**src/rtl/bus_source_select_pkg.sv**
```systemverilog
// Shared definitions for the bus source selector: source codes, FSM states and
// the code-to-one-hot helper used to form the output-enable vector.
package bus_source_select_pkg;

    localparam int unsigned CODE_W  = 4;
    localparam int unsigned NUM_SRC = 12;

    // Source codes shared with the load-enable decoder
    localparam logic [CODE_W-1:0] SRC_NONE        = 4'd0;
    localparam logic [CODE_W-1:0] SRC_STR_POINTER = 4'd1;
    localparam logic [CODE_W-1:0] SRC_MEM_RDATA   = 4'd2;
    localparam logic [CODE_W-1:0] SRC_AC          = 4'd3;
    localparam logic [CODE_W-1:0] SRC_MAR         = 4'd4;
    localparam logic [CODE_W-1:0] SRC_MDR         = 4'd5;
    localparam logic [CODE_W-1:0] SRC_PR1         = 4'd6;
    localparam logic [CODE_W-1:0] SRC_PR2         = 4'd7;
    localparam logic [CODE_W-1:0] SRC_PR3         = 4'd8;
    localparam logic [CODE_W-1:0] SRC_COL         = 4'd9;
    localparam logic [CODE_W-1:0] SRC_ROW         = 4'd10;
    localparam logic [CODE_W-1:0] SRC_R1          = 4'd11;
    localparam logic [CODE_W-1:0] SRC_R2          = 4'd12;

    typedef enum logic [1:0] {
        IDLE  = 2'd0,
        ARMED = 2'd1,
        DRIVE = 2'd2
    } state_e;

    function automatic logic code_is_mapped(input logic [CODE_W-1:0] code);
        return (code >= SRC_STR_POINTER) && (code <= SRC_R2);
    endfunction

    // Bit index is code - 1; unmapped codes give an all-zero vector
    function automatic logic [NUM_SRC-1:0] code_to_onehot(input logic [CODE_W-1:0] code);
        logic [NUM_SRC-1:0] oh;
        oh = '0;
        if (code_is_mapped(code)) begin
            oh[code - SRC_STR_POINTER] = 1'b1;
        end
        return oh;
    endfunction

endpackage

```
**src/rtl/bus_source_select_edge_detect.sv**
```systemverilog
// Rising-edge detector for a clk-synchronous level: registers the level and
// flags the cycle where the current sample is high and the previous was low.
module bus_source_select_edge_detect (
    input  logic clk,
    input  logic rst_n,
    input  logic level,
    output logic rise_c,
    output logic level_q
);

    always_ff @(posedge clk or negedge rst_n) begin
        if (!rst_n) begin
            level_q <= 1'b0;
        end else begin
            level_q <= level;
        end
    end

    assign rise_c = level & ~level_q;

endmodule

```
**src/rtl/bus_source_select.sv**
```systemverilog
// Read-side bus source selector: latches a source code, then on a drive request
// snapshots the selected register onto the bus with a one-hot output enable.
module bus_source_select
    import bus_source_select_pkg::*;
#(
    parameter int unsigned DATA_W = 16,
    parameter int unsigned CNT_W  = 8
) (
    input  logic                clk,
    input  logic                rst_n,
    input  logic [CODE_W-1:0]   sel,
    input  logic                en_sel,
    input  logic                en_drive,
    input  logic [DATA_W-1:0]   str_pointer_q,
    input  logic [DATA_W-1:0]   mem_rdata,
    input  logic [DATA_W-1:0]   ac_q,
    input  logic [DATA_W-1:0]   mar_q,
    input  logic [DATA_W-1:0]   mdr_q,
    input  logic [DATA_W-1:0]   pr1_q,
    input  logic [DATA_W-1:0]   pr2_q,
    input  logic [DATA_W-1:0]   pr3_q,
    input  logic [DATA_W-1:0]   col_q,
    input  logic [DATA_W-1:0]   row_q,
    input  logic [DATA_W-1:0]   r1_q,
    input  logic [DATA_W-1:0]   r2_q,
    output logic [DATA_W-1:0]   bus_data,
    output logic                bus_valid,
    output logic [NUM_SRC-1:0]  bus_oe,
    output logic                sel_err,
    output logic [CNT_W-1:0]    drive_cnt
);

    localparam logic [CNT_W-1:0] CNT_MAX = {CNT_W{1'b1}};

    logic sel_rise_c;
    logic drive_rise_c;
    logic en_sel_q;
    logic en_drive_q;

    bus_source_select_edge_detect u_sel_edge (
        .clk     (clk),
        .rst_n   (rst_n),
        .level   (en_sel),
        .rise_c  (sel_rise_c),
        .level_q (en_sel_q)
    );

    bus_source_select_edge_detect u_drive_edge (
        .clk     (clk),
        .rst_n   (rst_n),
        .level   (en_drive),
        .rise_c  (drive_rise_c),
        .level_q (en_drive_q)
    );

    state_e              state_q;
    state_e              state_d;
    logic [CODE_W-1:0]   code_q;
    logic [CODE_W-1:0]   code_d;
    logic [DATA_W-1:0]   src_c;
    logic [DATA_W-1:0]   bus_data_d;
    logic                bus_valid_d;
    logic [NUM_SRC-1:0]  bus_oe_d;
    logic                sel_err_d;
    logic [CNT_W-1:0]    drive_cnt_d;

    // Source mux keyed on the code in effect this edge (a same-edge en_sel wins)
    always_comb begin
        src_c = '0;
        case (code_d)
            SRC_STR_POINTER: src_c = str_pointer_q;
            SRC_MEM_RDATA:   src_c = mem_rdata;
            SRC_AC:          src_c = ac_q;
            SRC_MAR:         src_c = mar_q;
            SRC_MDR:         src_c = mdr_q;
            SRC_PR1:         src_c = pr1_q;
            SRC_PR2:         src_c = pr2_q;
            SRC_PR3:         src_c = pr3_q;
            SRC_COL:         src_c = col_q;
            SRC_ROW:         src_c = row_q;
            SRC_R1:          src_c = r1_q;
            SRC_R2:          src_c = r2_q;
            default:         src_c = '0;
        endcase
    end

    // Next-state and next-output logic
    always_comb begin
        state_d     = state_q;
        code_d      = sel_rise_c ? sel : code_q;
        bus_data_d  = bus_data;
        bus_valid_d = bus_valid;
        bus_oe_d    = bus_oe;
        sel_err_d   = sel_err;
        drive_cnt_d = drive_cnt;

        case (state_q)
            IDLE, ARMED: begin
                if (drive_rise_c) begin
                    state_d     = DRIVE;
                    bus_data_d  = src_c;
                    bus_valid_d = 1'b1;
                    bus_oe_d    = code_to_onehot(code_d);
                    sel_err_d   = ~code_is_mapped(code_d);
                end else if (sel_rise_c) begin
                    state_d = ARMED;
                end
            end
            DRIVE: begin
                if (!en_drive) begin
                    state_d     = ARMED;
                    bus_data_d  = '0;
                    bus_valid_d = 1'b0;
                    bus_oe_d    = '0;
                    sel_err_d   = 1'b0;
                    if (drive_cnt != CNT_MAX) begin
                        drive_cnt_d = drive_cnt + CNT_W'(1);
                    end
                end
            end
            default: begin
                state_d     = IDLE;
                bus_data_d  = '0;
                bus_valid_d = 1'b0;
                bus_oe_d    = '0;
                sel_err_d   = 1'b0;
            end
        endcase
    end

    always_ff @(posedge clk or negedge rst_n) begin
        if (!rst_n) begin
            state_q   <= IDLE;
            code_q    <= SRC_NONE;
            bus_data  <= '0;
            bus_valid <= 1'b0;
            bus_oe    <= '0;
            sel_err   <= 1'b0;
            drive_cnt <= '0;
        end else begin
            state_q   <= state_d;
            code_q    <= code_d;
            bus_data  <= bus_data_d;
            bus_valid <= bus_valid_d;
            bus_oe    <= bus_oe_d;
            sel_err   <= sel_err_d;
            drive_cnt <= drive_cnt_d;
        end
    end

endmodule

```
**config.mk**
```make
export PLATFORM = sky130hd
export DESIGN_NAME = bus_source_select
export DESIGN_NICKNAME = d
export VERILOG_FILES = /design/src/rtl/bus_source_select_pkg.sv /design/src/rtl/bus_source_select_edge_detect.sv /design/src/rtl/bus_source_select.sv
export SDC_FILE = /design/constraint.sdc
export NUM_CORES = 1
export LEC_CHECK = 0
export ABC_AREA = 1
export BUFFER_PORTS_ARGS = -buffer_cell sky130_fd_sc_hd__buf_2
export CAP_MARGIN = 10
export CORE_ASPECT_RATIO = 1.2
export CORE_MARGIN = 3
export CORE_UTILIZATION = 43
export CTS_CLUSTER_DIAMETER = 100
export DETAILED_ROUTE_END_ITERATION = 8
export MAX_ROUTING_LAYER = met4
export PLACE_DENSITY_LB_ADDON = 0.2
export SLEW_MARGIN = 20
export SYNTH_ARGS = -nofsm -noshare
export SYNTH_HDL_FRONTEND = slang
export SYNTH_HIERARCHICAL = 1
export SYNTH_SLANG_ARGS = --single-unit
```
**constraint.sdc**
```tcl
create_clock -name clk -period 2.1 [get_ports clk]
set_clock_uncertainty 0.15 [all_clocks]
set_input_delay 0.21 -clock clk [delete_from_list [all_inputs] [get_ports clk]]
set_output_delay 0.21 -clock clk [all_outputs]
set_load 0.05 [all_outputs]
```
# [After elaboration in Yosys (flattened, before gate mapping)]
# Cells that the tools add are included.
[op_classes] addsub=2 n_lt_le_gt_ge=4 eq_ne=18 n_mux=20 bitwise=6 n_reduce_logical=7
[op_table] operator="16-bit one-hot mux with 12 select lines" n=1
[op_table] operator="12-bit 2-to-1 mux" n=3
[op_table] operator="16-bit 2-to-1 mux" n=2
[op_table] operator="16-bit one-hot mux with 2 select lines" n=1
[op_table] operator="12-bit one-hot mux with 2 select lines" n=1
[op_table] operator="4-bit == test (second input constant)" n=5
[op_table] operator="4-bit by 3-bit == test with 1-bit output (second input constant)" n=4
[op_table] operator="8-bit by 1-bit adder with 8-bit output (second input constant)" n=1
[op_table] operator="4-bit by 2-bit == test with 1-bit output (second input constant)" n=2
[op_table] operator="4-bit by 1-bit greater-or-equal comparator with 1-bit output (second input constant)" n=2
[op_table] operator="8-bit inequality test (second input constant)" n=1
[op_table] operator="2-bit 2-to-1 mux" n=3
[op_table] operator="4-bit by 5-bit less-than comparator with 1-bit output (second input constant)" n=1
[op_table] operator="1-bit demux with 4-bit select" n=1
[op_table] operator="4-bit by 1-bit == test with 1-bit output (second input constant)" n=1
[op_table] operator="4-bit less-or-equal comparator (second input constant)" n=1
[op_table] operator="1-bit 2-to-1 mux" n=4
[op_table] operator="4-bit 2-to-1 mux" n=1
[op_table] operator="2-bit inequality test (second input constant)" n=2
[op_table] operator="1-bit inverter" n=4
[op_table] operator="1-bit one-hot mux with 2 select lines" n=2
[op_table] operator="2-bit one-hot mux with 2 select lines" n=1
[op_table] operator="2-bit AND reduction" n=2
[op_table] operator="4-bit by 1-bit subtractor with 4-bit output (second input constant)" n=1
[op_table] operator="8 further kinds" n=10
[word_totals] ff_bits=46 inputBits=200 word_cells=66

# [Logic depth before layout (Yosys ltp)]
# Gate-level depths: netlist of the first run.
[logic_depth] depth_word=11 ltp_mapped=15 ltp_nobuf=13

# [By module]
# Netlist of the first run, hierarchy kept.
[modules_own_cells] mod="bus_source_select" instances=1 cells_per_inst=595 area_each_um2=3622.2 seq_area_each_um2=1101.1
[modules_own_cells] mod="bus_source_select_edge_detect" instances=2 cells_per_inst=3 area_each_um2=35.0 seq_area_each_um2=25.0

# [Worst setup path after synthesis of the first run]
# Ideal clock, no wire load.
[synth_timing] path_kind="register to register" startpoint="reg drive_cnt[1]" endpoint="reg drive_cnt[1]" setup_ns=0.125 arrival_ns=1.735 path_slack_ns=0.090 stages_incl_launch_ff=7 period_less_slack_ns=2.010 cell_sequence="dfrtp_1 ha_1 inv_1 nor2_1 nand3_1 o21ai_2 mux2_2"
[synth_via] elab_chain_cells=2 word_cells_on_any_way=3 classes_between="add/sub: 1; eq/ne: 1; reduce/logical: 1"
[synth_lines] element="from (decl)" line_no="bus_source_select.sv:30" rtl="output logic [CNT_W-1:0] drive_cnt"
[synth_lines] element="from (signal assigned)" line_no="bus_source_select.sv:147" rtl="drive_cnt <= drive_cnt_d;"
[synth_lines] element="parallel branches: the longest is 2 deep, another holds 8-bit by 1-bit adder with 8-bit output"
# Several ways; the timed one is not identified.
# A chain may end at the register's enable or synchronous reset.

# [Worst setup path after layout of the first run]
[layout_timing] startpoint="reg u_sel_edge.level_q" endpoint="reg bus_data[4]"
[layout_via] elab_chain_cells=7 word_cells_on_any_way=18 classes_between="eq/ne: 12; mux: 4; bitwise: 2"
[layout_lines] element="from (decl)" line_no="bus_source_select_edge_detect.sv:8" rtl="output logic level_q"
[layout_lines] element="from (signal assigned)" line_no="bus_source_select_edge_detect.sv:15" rtl="level_q <= level;"
[layout_lines] element="1-bit inverter (*)" line_no="bus_source_select_edge_detect.sv:19" rtl="assign rise_c = level & ~level_q;"
[layout_lines] element="1-bit AND (*)" line_no="bus_source_select_edge_detect.sv:19"
[layout_lines] element="via sel_rise_c" line_no="bus_source_select.sv:35" rtl="logic sel_rise_c;"
[layout_lines] element="4-bit 2-to-1 mux (*)" line_no="bus_source_select.sv:90" rtl="code_d = sel_rise_c ? sel : code_q;"
[layout_lines] element="4-bit == test, or another cell as far along" line_no="bus_source_select.sv:70" rtl="case (code_d)"
[layout_lines] element="16-bit one-hot mux with 12 select lines (*)" line_no="bus_source_select.sv:70"
[layout_lines] element="16-bit 2-to-1 mux (*)" line_no="bus_source_select.sv:99" rtl="if (drive_rise_c) begin"
[layout_lines] element="16-bit one-hot mux with 2 select lines (*)" line_no="bus_source_select.sv:97" rtl="case (state_q)"
[layout_lines] element="to (signal assigned)" line_no="bus_source_select.sv:143" rtl="bus_data <= bus_data_d;"
[layout_lines] element="to (decl)" line_no="bus_source_select.sv:26" rtl="output logic [DATA_W-1:0] bus_data,"
# The timed path passes the listed nets; every way through them passes the cells marked *. The select of a mux whose other input is x is not followed.

==> impl_results.md, run 1 <==
- Status: finished clean
- IO Count: ~240
- Avg Cell Area, Syn: around 6.1 sq um
- Worst-path clk slew: around 0.090 ns
- DR WL/cell: roughly 16 microns
- Fmax: between 500 and 600 MHz
- FFs w/ async S/R, synth: 100%
- Most common cell after layout, fill and taps aside: nand2_1
- Vias: between 4,000 and 5,000
- Synth Cell Area: ~3700 sq um
- Count of cell types in the netlist: 25
- Worst hold path type: input port to flop
- Max cap viols: 0
- Pin count of the biggest net entering global routing: 33
- GPL Wtd Cong: just over 0.9
- Initial DRC count: ~320
- Met2 usage: a little over half
- Post-DP HPWL: around 12 mm
- DRC: 0
- Multi-input gate area: between 2000 and 2500 sq um
- Critical path arrival: around 2.1 ns
- Post-Synth Adder-Cell Area: less than 1%
- Longest Clk Path Bufs: 2
- Final worst setup slack: about 0.10 ns
- Post-synthesis xor/xnor area fraction: ~1.7%
- Worst Hold End: code_q[0]$_DFF_PN0_
- Synthesized instance count: ~600
- CTS tree: built
- Total Power: roughly 3.3 mW
- Starting Density: around 45%
- GR Overflow Total: 0
- CP Capture Type: flop
- Vias/cell: 5.10
- Die W: slightly above 90 microns
- Simple-gate area share of the yosys netlist: a little under three fifths
- Final-stage net count: 1,049
- Met3 usage: between 4 and 5%
- Req. time, crit path: about 2.2 ns
- EDFF count, synth: 0
- Clk_lat worst skew: a little over 0.3 ns
- Inserted Diodes: 0
- Setup WS pre-CTS: around 0.04 ns
- Reg2reg setup slack: slightly above 0.1 ns
- H-tree depth: 2
- TNS Setup: 0 ns
- Grt peak-use layer: met2
- Layout cells sized above 1: a little under two fifths
- Fillers: roughly 800
- Most frequent cells in the layout: nand2_1, buf_2, nand3_1
- GRT Total Usage: a little under a third
- Hold_sp: sel[0]
- Area of the die: ~9700 sq um
- Layout Utilization: between 60% and 70%
- Final WL: roughly 15 mm
- Slew @ Worst Pin: 0.476 ns
- Min Tclk post-route: roughly 2.0 ns
- M1 GR Usage: 37.5%
- Max-slew violation count: 0
- Seq/Total Area, Yosys: between 30% and 40%
- Hold depth: 3
- Post-synthesis compound-gate area fraction: approximately 3.3%
- # clock sinks: between 40 and 50
- Remaining antenna violation count: 0
- Peak supply drop: 520 uV
- PortBufs: around 240
- Total core area: 8240 sq um
- Proportion of synthesized area in mux cells: less than 1%
- Area Overhead vs Synth: 47.3%
- Synthesized net count: around 800
- Reg2Reg Depth: 14
- Non-Filler Instances: between 900 and 1,000
- CP Class: flop to flop
- Reg2reg start: u_sel_edge/level_q$_DFF_PN0_
- Crit path launch type: flop
- Crit path max fanout: 10
- Largest family of logic cells by synthesized area: simple AND/OR/NAND/NOR gates
- Tcrit/Tclk final: a little over nine tenths
- CTS root buf: clkbuf_8
- # rows: 36
- Placed Instances: 940
- Syn. warnings: 6
- Slew margin rel.: 68.3%
- Crit path launch: u_sel_edge/level_q$_DFF_PN0_
- Fin. Hold Viols: 0
- Post-synth top flop: dfrtp_1
- Leak pwr: 3.26 nW
- Initial antenna violation count: 0
- Vias in the first global route: 4,691
- Setup violations, final: 0
- Global-route wire length before repair: ~23 mm
- Pwr dens: 615 nW/um^2
- Worst r2r dst: bus_data[4]$_DFFE_PN0P_
- Storage element area: approximately 1200 sq um
- CTS buffer count: 5
- DRT Pass-1 Iters: 5
- Synth Register Bits: 46
- Die H: between 100 and 150 microns
-- metrics by stage --
stage                     instance area, sq um  hold slack, ns
after floorplan                           3690          -0.236
after global placement                    5070          0.0266
after detailed placement                  5070          0.0382
after CTS                                 5200          0.0742
after global routing                      5440           0.104
final                                     5440          0.0924
-- cells by family (layout without fill, tap and decap cells) --
| logic type | after synthesis | after routing |
|---|---|---|
| fa+ha+maj | 1 | 1 |
| simple gates | 485 | 485 |
| compound gates | 16 | 16 |
| buf+inv | 44 | 292 |
| mux | 2 | 2 |
| xor+xnor | 7 | 7 |
| flops | 46 | 46 |
-- power by group --
| group | internal [mW] | switching [mW] | leakage [nW] | total [mW] |
|---|---|---|---|---|
| Combinational | 0.556 | 1.09 | 2.60 | 1.65 |
| Clock | 0.249 | 0.347 | 0.0506 | 0.596 |
| Sequential | 1.01 | 0.0970 | 0.612 | 1.10 |
-- how the worst max path moves through the flow --
| stage | endpoint | slack (ns) |
|---|---|---|
| after CTS | bus_data[15]$_DFFE_PN0P_ | 0.009 |
| final | bus_data[4]$_DFFE_PN0P_ | 0.10 |
| after global placement | bus_data[6]$_DFFE_PN0P_ | 0.08 |
| after floorplan | drive_cnt[1]$_DFFE_PN0P_ | 0.09 |
| after global routing | bus_data[9]$_DFFE_PN0P_ | -0.02 |
| after detailed placement | bus_data[6]$_DFFE_PN0P_ | 0.04 |
-- metal layers --
| layer | vias to the layer above | share of wire [%] |
|---|---|---|
| li1 | 2382 | - |
| met1 | 2244 | 38 |
| met2 | 254 | 51 |
| met3 | 31 | 7.9 |
| met4 | 0 | 3.1 |
| met5 | - | 0 |
-- worst max-delay path, cell delays in order, from the launching register on --
cell	delay, ns
dfrtp_1	0.38
nor2_2	0.12
buf_12	0.14
inv_6	0.05
nand2_1	0.07
nand2_2	0.12
nand2_8	0.14
nor2_4	0.05
buf_4	0.17
nand2_1	0.06
nand2_1	0.05
nor2_1	0.16
nand3_1	0.10
nand2_1	0.06
nand2_1	0.05
-- state kept, by name, indices dropped and copies added, names as in the netlist --
register	cells
bus_data	16
bus_oe	12
drive_cnt	8
code_q	4
state_q	2
bus_valid	1
sel_err	1
u_drive_edge/level_q	1
u_sel_edge/level_q	1
-- cell type report --
type / instances / area share [%]
Inverter: 18 / 1.33
Multi-Input combinational cell: 511 / 43.7
Timing Repair Buffer: 266 / 29.4
Sequential cell: 46 / 21.2
Tap cell: 114 / 2.62
Clock inverter: 3 / 0.529
Clock buffer: 5 / 1.26
-- repair_timing --
| item | CTS | global route |
|---|---|---|
| hold buffers | 3 | 0 |
| gates resized for setup | 0 | 18 |
| setup buffers | 0 | 12 |
| endpoints found under the hold margin | 20 | 0 |
| setup endpoints to repair | 0 | 16 |
-- synth_stat cells (4+ instances only) --
library cell | instances | share of area (%)
nand2_1 | 312 | 32
nand3_1 | 83 | 11
nor2_1 | 56 | 5.7
dfrtp_1 | 46 | 31
inv_1 | 17 | 1.7
buf_2 | 12 | 1.6
nand2_2 | 12 | 2.0
o31ai_1 | 12 | 2.4
nor2_4 | 10 | 3.0
buf_4 | 5 | 1.0
buf_6 | 5 | 1.5
nand2_4 | 5 | 1.5
nor2_2 | 5 | 0.85
xor2_1 | 5 | 1.2
clkbuf_1 | 4 | 0.41
Power figures use the tool's default switching activity.
==> inputs of run 2 (changes only) <==
CORE_ASPECT_RATIO = 0.7   (was 1.2)
CORE_UTILIZATION = 45   (was 43)
clock period = 2.3 ns   (was 2.1 ns; I/O delays follow)
==> impl_results.md, run 2 (same netlist as run 1, synthesis figures left out) <==
- Critical path arrival: 2.20 ns (+0.15 ns)
- Crit path max fanout: 33 (+23)
- DRC: 0 (unchanged)
- Fmax: 471 MHz (-6.0%)
- Initial antenna violation count: 2 (+2)
- Biggest cell delay along the critical path: 0.39 ns (about the same)
- Slowest-stage cell, CP: dfrtp_1
- Met3 wire length: 1.53 mm (+25%)
- Starting Density: 48.5% (+3.7 points)
- DRT Pass-1 Iters: 5 (unchanged)
- Final-stage net count: 1,035 (-1.3%)
- Tcrit/Tclk final: 92.4% (-2.7 points)
- Worst hold path type: input port to flop
- Die H: 81.8 microns (-24%)
- Status: finished clean
- Vias: 4,932 (+0.43%)
- Remaining antenna violation count: 0 (unchanged)
- Peak supply drop: 966 uV (+86%)
- Vias in the first global route: 4,285 (-8.7%)
- Die W: 114 microns (+26%)
- Post-DP HPWL: 12.3 mm (+0.96%)
- Area Overhead vs Synth: 42.0%
- CTS tree: built
- Crit path launch type: flop
- Initial DRC count: 575 (+78%)
- Worst Hold End: code_q[0]$_DFF_PN0_
- Final instance area: 5240 sq um (-3.6%)
- Slew margin rel.: 69.1% (+0.86 points)
- Reg2reg start: u_sel_edge/level_q$_DFF_PN0_
- Reg2reg setup slack: 0.18 ns (+0.07 ns)
- Hold depth: 3 (unchanged)
- CP Buf/Inv Count: 1 (-2)
- Crit path max-delay family: simple AND/OR/NAND/NOR gates
- Setup violations, final: 0 (unchanged)
- Routed length on met2: 7.17 mm (-9.0%)
- Layout cells sized above 1: 35.2% (-2.0 points)
- Vias/cell: 5.27 (+3.4%)
- Slew @ Worst Pin: 0.462 ns (-0.0140 ns)
- Reg with most FFs: bus_data
- Area of the die: 9350 sq um (-4.0%)
- Fillers: 658 (-18%)
- IO Count: 238 (unchanged)
- Largest regs: bus_data x16, bus_oe x12, drive_cnt x8
- Pwr dens: 621 nW/um^2 (+1.1%)
- CTS root buf: clkbuf_16
- Leak pwr: 3.19 nW (-2.4%)
- Pin count of the biggest net entering global routing: 35 (+6.1%)
- Most common cell after layout, fill and taps aside: nand2_1
- Max cap viols: 0 (unchanged)
- H-tree depth: 2 (unchanged)
- DR WL/cell: 16.1 microns (+0.27%)
- Longest Clk Path Bufs: 2 (unchanged)
- # rows: 26 (-28%)
- Global-route wire length before repair: 21.6 mm (-7.8%)
- CP Class: flop to flop
- GPL Wtd Cong: 1.03 (+10%)
- Clk_lat worst skew: 0.29 ns (-0.02 ns)
- CP Capture Type: flop
- Total core area: 7610 sq um (-7.7%)
- PortBufs: 237 (unchanged)
- Worst r2r dst: bus_data[10]$_DFFE_PN0P_
- Largest register FFs: 16 (unchanged)
- GRT Total Usage: 30.6% (-0.92 points)
- Final WL: 15.0 mm (-2.6%)
- Hold_sp: sel[0]
- Req. time, crit path: 2.38 ns (+0.23 ns)
- Wire length on met1: 6.05 mm (+3.0%)
- Most frequent cells in the layout: nand2_1, buf_2, nand3_1
- GR Overflow Total: 0 (unchanged)
- Layout Utilization: 68.9% (+2.9 points)
- Worst-path clk slew: 0.07 ns (-0.02 ns)
- # clock sinks: 46 (unchanged)
- Reg2Reg Depth: 10 (-4)
- Fin. Hold Viols: 0 (unchanged)
- Min Tclk post-route: 2.12 ns (+0.128 ns)
- CTS buffer count: 5 (unchanged)
- Hold slack final: 0.127 ns (+0.0343 ns)
- Max-slew violation count: 0 (unchanged)
- Cells along the critical path: nor2_4, nand2_1, nand2_2, nor2_4, buf_12, nor2_1, a21oi_2, nor2_4, nand2_1, nand2_1
- Top Metal Used: met4
- Area after DPL: 4930 sq um (-2.7%)
run 2: changes by cell type in the layout (fill, tap and decap cells not counted), sizes merged:
cell,previous run,this run
buf,263,249
bufinv,0,1
diode,0,2
inv,20,19
run 2: power by group:
group,leakage [nW],total [mW],internal (mW),switching (mW)
logic,2.49,1.41,0.449,0.965
clock network,0.0842,0.833,0.515,0.318
registers,0.612,1.01,0.919,0.0931
run 2: repair_timing:
| action | 4_1_cts | 5_1_grt |
|---|---|---|
| setup endpoints to repair | 0 | 16 |
| endpoints found under the hold margin | 14 | 0 |
| resized for setup | 0 | 1 |
| setup buffers | 0 | 5 |
| hold buffers | 3 | 0 |
run 2: worst reg2reg max path, stage by stage, from the launching register on:
cell     delay (ns)
dfrtp_1        0.39
nor2_4         0.28
nand2_1        0.11
nand2_2        0.17
nor2_4         0.07
buf_12         0.16
nor2_1         0.13
a21oi_2        0.08
nor2_4         0.33
nand2_1        0.12
nand2_1        0.08
run 2: area by class of cell:
type,instances,area [sq um],area share [%]
multi-input combinational,511,2300,44.0
clock buffer,5,125,2.39
inverter,18,72.6,1.38
antenna,2,5.00,0.0954
tap,98,123,2.34
sequential,46,1150,22.0
timing repair buffer,252,1420,27.1
clock inverter,3,43.8,0.835
run 2: worst max-delay path by stage:
| stage | startpoint | to | depth (start not counted) |
|---|---|---|---|
| floorplan | drive_cnt[1]$_DFFE_PN0P_ | drive_cnt[1]$_DFFE_PN0P_ | 6 |
| global placement | u_sel_edge/level_q$_DFF_PN0_ | bus_data[5]$_DFFE_PN0P_ | 11 |
| detailed placement | u_sel_edge/level_q$_DFF_PN0_ | bus_data[10]$_DFFE_PN0P_ | 11 |
| CTS | u_sel_edge/level_q$_DFF_PN0_ | bus_data[5]$_DFFE_PN0P_ | 11 |
| global route | u_sel_edge/level_q$_DFF_PN0_ | bus_data[5]$_DFFE_PN0P_ | 11 |
| finish | u_sel_edge/level_q$_DFF_PN0_ | bus_data[10]$_DFFE_PN0P_ | 10 |
run 2: layer usage:
metal	track usage, %	up-vias
met5	-	-
met4	5.81	0
met3	5.30	32
met2	49.1	299
met1	41.4	2244
li1	-	2357
run 2: per-stage QoR:
| stage | power [mW] | setup slack, ns | TNS (ns) | instances |
|---|---|---|---|---|
| 2_1_floorplan | 1.90 | 0.290 | 0 | 601 |
| 3_3_place_gp | 2.37 | 0.145 | 0 | 917 |
| 3_5_place_dp | 2.40 | 0.0376 | 0 | 917 |
| 4_1_cts | 3.24 | 0.0261 | 0 | 928 |
| 5_1_grt | 3.43 | -0.00452 | -0.00452 | 935 |
| 6_report | 3.26 | 0.176 | 0 | 935 |
==> inputs of run 3 (changes only) <==
clock period = 2.5 ns   (was 2.3 ns; I/O delays follow)
==> impl_results.md, run 3 (same netlist as run 1, synthesis figures left out) <==
- Vias in the first global route: 4,350 (+1.5%)
- Sw frac: 44.6% (+2.4 points)
- Largest register FFs: 16 (unchanged)
- CP Capture Type: flop
- Largest regs: bus_data x16, bus_oe x12, drive_cnt x8
- Clock network fraction of total power: 23.7% (-1.9 points)
- Final WL: 15.4 mm (+2.4%)
- Longest Clk Path Bufs: 2 (unchanged)
- Reg2reg start: u_sel_edge/level_q$_DFF_PN0_
- CTS buffer count: 5 (unchanged)
- Max cap viols: 0 (unchanged)
- Reg with most FFs: bus_data
- Hold slack final: 0.180 ns (+0.0530 ns)
- Status: finished clean
- PortBufs: 237 (unchanged)
- Comb pwr share: 44.4% (+1.0 points)
- Worst r2r dst: bus_data[6]$_DFFE_PN0P_
- Leak pwr: 3.14 nW (-1.6%)
- Critical path arrival: 2.39 ns (+0.19 ns)
- Starting Density: 48.5% (unchanged)
- Pin count of the biggest net entering global routing: 47 (+34%)
- Global-route wire length before repair: 22.1 mm (+2.4%)
- Peak supply drop: 791 uV (-18%)
- Clk_lat worst skew: 0.29 ns (about the same)
- Reg2Reg Depth: 10 (unchanged)
- Switch Pwr: 1.29 mW (-6.1%)
- Reg2reg setup slack: 0.13 ns (-0.04 ns)
- Tcrit/Tclk final: 94.6% (+2.3 points)
- Min Tclk post-route: 2.37 ns (+0.241 ns)
- GR Overflow Total: 0 (unchanged)
- Crit path max-delay family: simple AND/OR/NAND/NOR gates
- TNS Setup: 0 ns (unchanged)
- Crit path launch: u_sel_edge/level_q$_DFF_PN0_
- Layout cells sized above 1: 35.1% (-0.078 points)
- Crit path launch type: flop
- Sequential share of power: 32.0% (+0.9 points)
- Total Power: 2.90 mW (-11%)
- Most common cell after layout, fill and taps aside: nand2_1
- Vias/cell: 5.23 (-0.76%)
- Die H: 81.8 microns (unchanged)
- Vias: 4,884 (-0.97%)
- Final-stage net count: 1,034 (-0.097%)
- CP Class: flop to flop
- Slowest-stage cell, CP: nor2_4
- Biggest cell delay along the critical path: 0.57 ns (+0.18 ns)
- CTS root buf: clkbuf_16
- Req. time, crit path: 2.53 ns (+0.15 ns)
- CP Buf/Inv Count: 1 (unchanged)
- H-tree depth: 2 (unchanged)
- Setup violations, final: 0 (unchanged)
- Initial DRC count: 429 (-25%)
- Fin. Hold Viols: 0 (unchanged)
- Max-slew violation count: 0 (unchanged)
- Most frequent cells in the layout: nand2_1, buf_2, nand3_1
- GPL Wtd Cong: 0.960 (-6.9%)
- Pwr dens: 565 nW/um^2 (-9.1%)
- DR WL/cell: 16.5 microns (+2.6%)
- Worst-path clk slew: 0.07 ns (about the same)
- Int Pwr: 1.60 mW (-15%)
- Area Overhead vs Synth: 38.8%
- Remaining antenna violation count: 0 (unchanged)
- Post-DP HPWL: 12.4 mm (+1.1%)
- # clock sinks: 46 (unchanged)
- IO Count: 238 (unchanged)
- Fillers: 703 (+6.8%)
- GRT Total Usage: 31.7% (+1.1 points)
- # rows: 26 (unchanged)
- DRT Pass-1 Iters: 8 (+3)
- Worst hold path type: input port to flop
- Total core area: 7610 sq um (unchanged)
- Cells along the critical path: nor2_2, inv_6, nand2_2, nand2_4, nor2_4, nor2_1, a21oi_2, nor2_4, nand2_1, nand2_1
- Die W: 114 microns (unchanged)
- Slew @ Worst Pin: 0.778 ns (+0.316 ns)
- Fmax: 423 MHz (-10%)
- Hold depth: 3 (unchanged)
- Slew margin rel.: 48.0% (-21 points)
- CTS tree: built
- CP Depth: 10 (unchanged)
- Crit path capture: bus_data[6]$_DFFE_PN0P_
- Initial antenna violation count: 0 (-2)
- Crit path max fanout: 33 (unchanged)
- DRC: 0 (unchanged)
- Area of the die: 9350 sq um (unchanged)
==> run 3: what timing repair did <==
item | 4_1_cts | 5_1_grt
endpoints found under the setup margin | 6 | 12
resized for setup | 2 | 1
setup buffers | 0 | 2
hold buffers | 3 | 0
pin swaps | 0 | 1
hold endpoints to repair | 48 | 0
==> run 3: worst min-delay path by stage <==
| stage | start | end | slack [ns] |
|---|---|---|---|
| CTS | sel[3] | code_q[3]$_DFF_PN0_ | 0.17 |
| global route | sel[3] | code_q[3]$_DFF_PN0_ | 0.20 |
| finish | sel[3] | code_q[3]$_DFF_PN0_ | 0.18 |
| floorplan | rst_n | bus_data[0]$_DFFE_PN0P_ | -0.20 |
| detailed placement | en_sel | u_sel_edge/level_q$_DFF_PN0_ | 0.22 |
| global placement | rst_n | u_sel_edge/level_q$_DFF_PN0_ | 0.22 |
==> run 3: worst min-delay path, cell delays in order <==
cell and delay (ns):
buf_2 0.09, nand2_1 0.08, nand2_4 0.15
==> run 3: layout make-up <==
| cell class | count | area, sq um | share of cell area [%] |
|---|---|---|---|
| multi-input cells | 511 | 2310 | 45.2 |
| repair buffers | 251 | 1310 | 25.6 |
| flip-flops and latches | 46 | 1150 | 22.5 |
| clock buffers | 5 | 125 | 2.44 |
| well taps | 98 | 123 | 2.39 |
| inverters | 18 | 72.6 | 1.42 |
| clock inverters | 3 | 23.8 | 0.464 |
| diodes | 1 | 2.50 | 0.0488 |
==> run 3: power by group through the flow <==
stage / logic, mW / registers, mW / clock network [mW]
after global routing: 1.38 / 0.934 / 0.724
after floorplan: 0.527 / 1.22 / 0
after detailed placement: 1.25 / 0.934 / 0
final: 1.28 / 0.926 / 0.685
after global placement: 1.23 / 0.931 / 0
after CTS: 1.27 / 0.922 / 0.685
==> run 3: layer usage <==
metal	wire length, microns	part of all wire (%)	vias to the layer above	track usage [%]
met3	1640	11	32	7.51
met5	0	0	-	-
li1	-	-	2352	-
met2	7040	46	277	49.1
met4	359	2.3	0	8.90
met1	6370	41	2223	41.8
==> run 3: metrics by stage <==
step           area (sq um)  utilization (%)  setup WS [ns]  std cells
2_1_floorplan          3690                -          0.490        601
3_3_place_gp           4900             64.4         0.0380        919
3_5_place_dp           4900             64.4        -0.0564        919
4_1_cts                5090             66.8         0.0534        930
5_1_grt                5120             67.3        -0.0107        932
6_report               5120             67.3          0.134        933
